## src/rtl/gpr_fwd_pkg.sv

```systemverilog
// Shared types and constants for the GPR forwarding / long-op scoreboard slice.
package gpr_fwd_pkg;

  typedef enum logic {
    IDLE = 1'b0,
    BUSY = 1'b1
  } sb_state_t;

  localparam int unsigned REG_ZERO = 0;

endpackage

```

## src/rtl/gpr_fwd_port_mux.sv

```systemverilog
// One ID read port: youngest-first stage scan, then long-unit completion, then register file.
module gpr_fwd_port_mux
  import gpr_fwd_pkg::*;
#(
  parameter int unsigned NUM_FWD_STAGES = 3,
  parameter int unsigned DATA_W         = 32,
  parameter int unsigned ADDR_W         = 5
) (
  input  logic [ADDR_W-1:0]                raddr,
  input  logic [DATA_W-1:0]                rdata,
  input  logic [NUM_FWD_STAGES-1:0]        stg_we,
  input  logic [NUM_FWD_STAGES-1:0]        stg_ready,
  input  logic [NUM_FWD_STAGES*ADDR_W-1:0] stg_waddr,
  input  logic [NUM_FWD_STAGES*DATA_W-1:0] stg_wdata,
  input  logic                             long_fwd,
  input  logic [ADDR_W-1:0]                long_waddr,
  input  logic [DATA_W-1:0]                long_wdata,
  output logic [DATA_W-1:0]                data,
  output logic                             stall_raw
);

  logic found;

  always_comb begin
    data      = rdata;
    stall_raw = 1'b0;
    found     = 1'b0;
    if (raddr != ADDR_W'(REG_ZERO)) begin
      // First match wins; older stages are shadowed even when the match is not ready.
      for (int unsigned s = 0; s < NUM_FWD_STAGES; s++) begin
        if (!found && stg_we[s] && (stg_waddr[s*ADDR_W +: ADDR_W] == raddr)) begin
          found = 1'b1;
          if (stg_ready[s]) data = stg_wdata[s*DATA_W +: DATA_W];
          else              stall_raw = 1'b1;
        end
      end
      if (!found && long_fwd && (long_waddr == raddr)) data = long_wdata;
    end
  end

endmodule

```

## src/rtl/gpr_forward_scoreboard.sv

```systemverilog
// GPR bypass/hazard unit with a one-entry long-latency scoreboard and saturating stall counter.
module gpr_forward_scoreboard
  import gpr_fwd_pkg::*;
#(
  parameter int unsigned NUM_RPORTS     = 2,
  parameter int unsigned NUM_FWD_STAGES = 3,
  parameter int unsigned DATA_W         = 32,
  parameter int unsigned ADDR_W         = 5,
  parameter int unsigned CNT_W          = 32
) (
  input  logic                             clk,
  input  logic                             reset,
  input  logic                             i_ID_valid,
  input  logic [NUM_RPORTS*ADDR_W-1:0]     i_ID_raddr,
  input  logic [NUM_RPORTS*DATA_W-1:0]     i_ID_rdata,
  input  logic                             i_ID_we,
  input  logic [ADDR_W-1:0]                i_ID_waddr,
  input  logic                             i_ID_long_issue,
  input  logic [NUM_FWD_STAGES-1:0]        i_STG_we,
  input  logic [NUM_FWD_STAGES-1:0]        i_STG_ready,
  input  logic [NUM_FWD_STAGES*ADDR_W-1:0] i_STG_waddr,
  input  logic [NUM_FWD_STAGES*DATA_W-1:0] i_STG_wdata,
  input  logic                             i_LONG_done,
  input  logic [DATA_W-1:0]                i_LONG_wdata,
  output logic [NUM_RPORTS*DATA_W-1:0]     o_ID_valid_rdata,
  output logic                             o_ID_stall,
  output logic                             o_LONG_busy,
  output logic [ADDR_W-1:0]                o_LONG_waddr,
  output logic [CNT_W-1:0]                 o_stall_cnt
);

  sb_state_t             state_q, state_d;
  logic [ADDR_W-1:0]     waddr_q, waddr_d;
  logic                  sb_busy;
  logic                  long_fwd;
  logic                  sb_pending;
  logic                  waddr_live;
  logic [NUM_RPORTS-1:0] port_raw;
  logic                  rd_hit;
  logic                  stall_raw, stall_sb_raw, stall_waw, stall_struct;
  logic                  issue_ok;

  // Combinational logic treats the entry as empty while reset is held.
  assign sb_busy    = (state_q == BUSY) && !reset;
  assign long_fwd   = i_LONG_done && sb_busy;
  assign sb_pending = sb_busy && !i_LONG_done;
  assign waddr_live = (waddr_q != ADDR_W'(REG_ZERO));

  for (genvar p = 0; p < NUM_RPORTS; p++) begin : g_port
    gpr_fwd_port_mux #(
      .NUM_FWD_STAGES(NUM_FWD_STAGES),
      .DATA_W        (DATA_W),
      .ADDR_W        (ADDR_W)
    ) u_mux (
      .raddr     (i_ID_raddr[p*ADDR_W +: ADDR_W]),
      .rdata     (i_ID_rdata[p*DATA_W +: DATA_W]),
      .stg_we    (i_STG_we),
      .stg_ready (i_STG_ready),
      .stg_waddr (i_STG_waddr),
      .stg_wdata (i_STG_wdata),
      .long_fwd  (long_fwd),
      .long_waddr(waddr_q),
      .long_wdata(i_LONG_wdata),
      .data      (o_ID_valid_rdata[p*DATA_W +: DATA_W]),
      .stall_raw (port_raw[p])
    );
  end

  always_comb begin
    rd_hit = 1'b0;
    for (int unsigned p = 0; p < NUM_RPORTS; p++) begin
      if (i_ID_raddr[p*ADDR_W +: ADDR_W] == waddr_q) rd_hit = 1'b1;
    end
  end

  assign stall_raw    = i_ID_valid && (|port_raw);
  assign stall_sb_raw = i_ID_valid && sb_pending && waddr_live && rd_hit;
  assign stall_waw    = i_ID_valid && sb_pending && waddr_live && i_ID_we && (i_ID_waddr == waddr_q);
  assign stall_struct = i_ID_valid && sb_pending && i_ID_long_issue;
  assign o_ID_stall   = stall_raw | stall_sb_raw | stall_waw | stall_struct;
  assign issue_ok     = i_ID_long_issue && !o_ID_stall;

  always_comb begin
    state_d = state_q;
    waddr_d = waddr_q;
    unique case (state_q)
      IDLE: begin
        if (issue_ok) begin
          state_d = BUSY;
          waddr_d = i_ID_waddr;
        end
      end
      BUSY: begin
        if (i_LONG_done) begin
          if (issue_ok) waddr_d = i_ID_waddr;
          else          state_d = IDLE;
        end
      end
      default: state_d = IDLE;
    endcase
  end

  always_ff @(posedge clk) begin
    if (reset) begin
      state_q     <= IDLE;
      waddr_q     <= '0;
      o_stall_cnt <= '0;
    end else begin
      state_q <= state_d;
      waddr_q <= waddr_d;
      if (o_ID_stall && (o_stall_cnt != '1)) o_stall_cnt <= o_stall_cnt + CNT_W'(1);
    end
  end

  assign o_LONG_busy  = (state_q == BUSY);
  assign o_LONG_waddr = waddr_q;

endmodule

```

## config.mk

```make
export PLATFORM = sky130hd
export DESIGN_NAME = gpr_forward_scoreboard
export DESIGN_NICKNAME = d
export VERILOG_FILES = /design/src/rtl/gpr_fwd_pkg.sv /design/src/rtl/gpr_fwd_port_mux.sv /design/src/rtl/gpr_forward_scoreboard.sv
export SDC_FILE = /design/constraint.sdc
export NUM_CORES = 1
export LEC_CHECK = 0
export BUFFER_PORTS_ARGS = -buffer_cell sky130_fd_sc_hd__buf_2
export CORE_ASPECT_RATIO = 0.75
export CORE_MARGIN = 2
export CORE_UTILIZATION = 35
export DETAILED_ROUTE_END_ITERATION = 10
export MAX_ROUTING_LAYER = met4
export PLACE_DENSITY = 0.58
export SKIP_CTS_REPAIR_TIMING = 1
export SLEW_MARGIN = 20
export SYNTH_ARGS = -nofsm -noshare
export SYNTH_HDL_FRONTEND = slang
export SYNTH_HIERARCHICAL = 1
export SYNTH_SLANG_ARGS = --single-unit
```

## constraint.sdc

```tcl
create_clock -name clk -period 8.3 [get_ports clk]
set_input_delay 1.66 -clock clk [delete_from_list [all_inputs] [get_ports clk]]
set_output_delay 1.66 -clock clk [all_outputs]
set_load 0.005 [all_outputs]
```

==> flow_summary.ini <==
[run_status]
status = complete, no violations

[placement]
io_buffers = 336
dp_slack_ns = 2.05
dp_cells = 1762
gp_congestion = 0.924
place_hpwl_microns = 29400

[critical_path]
cp.arrival_ns = 4.68
crit_top_cell = buf_2
critPathRequiredTime_ns = 6.64
cpPeakStageDelay_ns = 0.82
end_kind = output pin
startpoint_type = primary input
critical_path_class = in -> out
crit_fanout = 37
cp_cell_sequence = buf_2 -> xor2_1 -> nor4_1 -> and3_2 -> or3b_2 -> buf_4 -> nor3_2 -> a211oi_2 -> buf_2
critical_path.slowest_cell = and3_2

[yosys]
syn_inst = 1194
mappedNetlistArea_sq_um = 9440
synth_edf_count = 0
yosys-top-cells-area = and3_2, a211oi_2, dfxtp_1
yosys_warnings = 6
synth_area_per_cell_sq_um = 7.91
synth_nets = 1429
synth_top_area_cell = and3_2
synth_flop_cell = dfxtp_1
synth-seq-cells = 38
synthArstFlopShare = 0
yosysTopAreaCellShare = 0.140
yosys.cell_types.count = 72
ys_seq_area_frac = 0.0806

[clocking]
cts_sinks = 38
h-tree-depth = 2
clkTransAtPathRegs_ns = 0.06
ctsRootBufferMaster = clkbuf_16
cts_buffers = 5
cts_tree = yes
clock_latency_ns = 0.28
clockBufferDepth = 2

[pwr]
pwr_density_cell_nw_per_um2 = 76.5
switchingPower_w = 0.000285
power_leakage_nw = 4.77
peakVddDrop_uv = 80.7
power.internal_w = 0.000538
clkPwrFrac = 0.312
pwr-share-comb = 0.457
swShare = 0.347
seq_power_share = 0.231

[routing]
firstDrtPassIters = 5
drtAntennaViolNets = 0
drc = 0
wl_per_cell_microns = 23.6
routed_wl_microns = 42000
viasPerCell = 6.19
drt_iter0_markers = 1011
vias = 11000

[finish]
post-route-util = 0.402
final_cells = 1779
drive_gt1_frac = 0.508
finalNetCount = 1653
area_delta_synth_final_pct = 13.9
final_cell_mix = buf_2, and3_2, nor3_1
final_common_cell = buf_2

[sta]
whs_ns = 0.508
hold_viol_final = 0
fin_skew_ns = 0.00638
tns_ns = 0
grt_setup_unrepaired = no
max_freq_mhz = 158
tightestPinTransition_ns = 1.13
fin_crit_ns = 6.34
drv_slew = 0
setup_ws_ns = 1.96
min_period_over_period = 0.764
timing.slew.headroom = 0.245
setup_viol = 0

[global_routing]
grt_max_degree = 77
antenna_found_initial = 8
overflow = 0
grt_first_pass_wirelength_microns = 63800
first_global_vias = 10400
grt_use_total = 0.291

[floorplanning]
ioPinCount = 337
core_area_sq_um = 26700
dieArea_sq_um = 28300
num_rows = 52
die_y_microns = 146
die_w_microns = 194
initial_core_util = 0.353

[run]
cap_violations = 0

[hold_path]
min_path_type = reg -> reg
logic make-up after synthesis:
logic type | share of synthesized area
xor+xnor | 0.0598
simple gates | 0.420
buf+inv | 0.136
fa+ha+maj | 0.00132
compound gates | 0.287
flops | 0.0806
mux | 0.0159
layout make-up:
| type | count | area (sq um) |
|---|---|---|
| repair buffers | 357 | 1840 |
| fillers | 2799 | 16000 |
| multi-input cells | 1003 | 7440 |
| clock inverters | 2 | 60.1 |
| inverters | 13 | 53.8 |
| clock buffers | 6 | 139 |
| diodes | 9 | 22.5 |
| well taps | 351 | 439 |
| flip-flops and latches | 38 | 761 |
path summary, 6_finish.rpt:
kind | start | to | slack (ns) | depth (start not counted)
max | i_ID_raddr[4] | o_ID_valid_rdata[1] | 1.96 | 9
max reg2reg | o_LONG_waddr[4] | o_stall_cnt[19] | 5.74 | 7
min | o_stall_cnt[5] | o_stall_cnt[5] | 0.51 | 2
min reg2reg | o_stall_cnt[5] | o_stall_cnt[5] | 0.51 | 2
cell usage after synthesis (7+ instances only):
cell / number
nand3_1: 18
a21oi_1: 87
dfxtp_1: 38
nor3_1: 135
buf_2: 21
or3_1: 13
clkbuf_8: 32
inv_1: 11
o32a_1: 64
o21ai_0: 12
xnor2_1: 32
nor3_2: 63
nand2_1: 26
o21ai_1: 7
buf_6: 18
o31ai_1: 69
clkbuf_1: 41
xor2_1: 15
or4_1: 8
nor2_1: 92
nand4_1: 11
and3_1: 18
and3_2: 176
dlymetal6s2s_1: 8
a211oi_2: 62
power by group through the flow:
stage / clock, W / sequential, W / combinational, W
floorplan: 0 / 0.000193 / 0.000215
global placement: 0 / 0.000195 / 0.000369
detailed placement: 0 / 0.000195 / 0.000370
CTS: 0.000260 / 0.000190 / 0.000372
global route: 0.000270 / 0.000191 / 0.000402
finish: 0.000256 / 0.000190 / 0.000376
state kept, by name (all words and copies together), names as in the netlist:
| register | cells |
|---|---|
| o_LONG_busy | 1 |
| o_stall_cnt | 32 |
| o_LONG_waddr | 5 |
critical path, delay by kind of cell:
family	cells	cell delay, ns
AND/OR/NAND/NOR	4	1.77
XOR/XNOR	1	0.17
buffers and inverters	3	0.77
AO/OA/AOI/OAI	1	0.23
layer usage:
metal,track usage,wire [microns]
met1,0.410,18900
met2,0.443,18500
met3,0.0448,3870
met4,0.0553,637
met5,-,0
per-stage QoR:
| stage | power [W] | cell area [sq um] |
|---|---|---|
| global route | 0.000863 | 10800 |
| global placement | 0.000563 | 10500 |
| CTS | 0.000822 | 10700 |
| floorplan | 0.000407 | 9440 |
| detailed placement | 0.000564 | 10500 |
| finish | 0.000823 | 10800 |
Power figures use the tool's default switching activity.
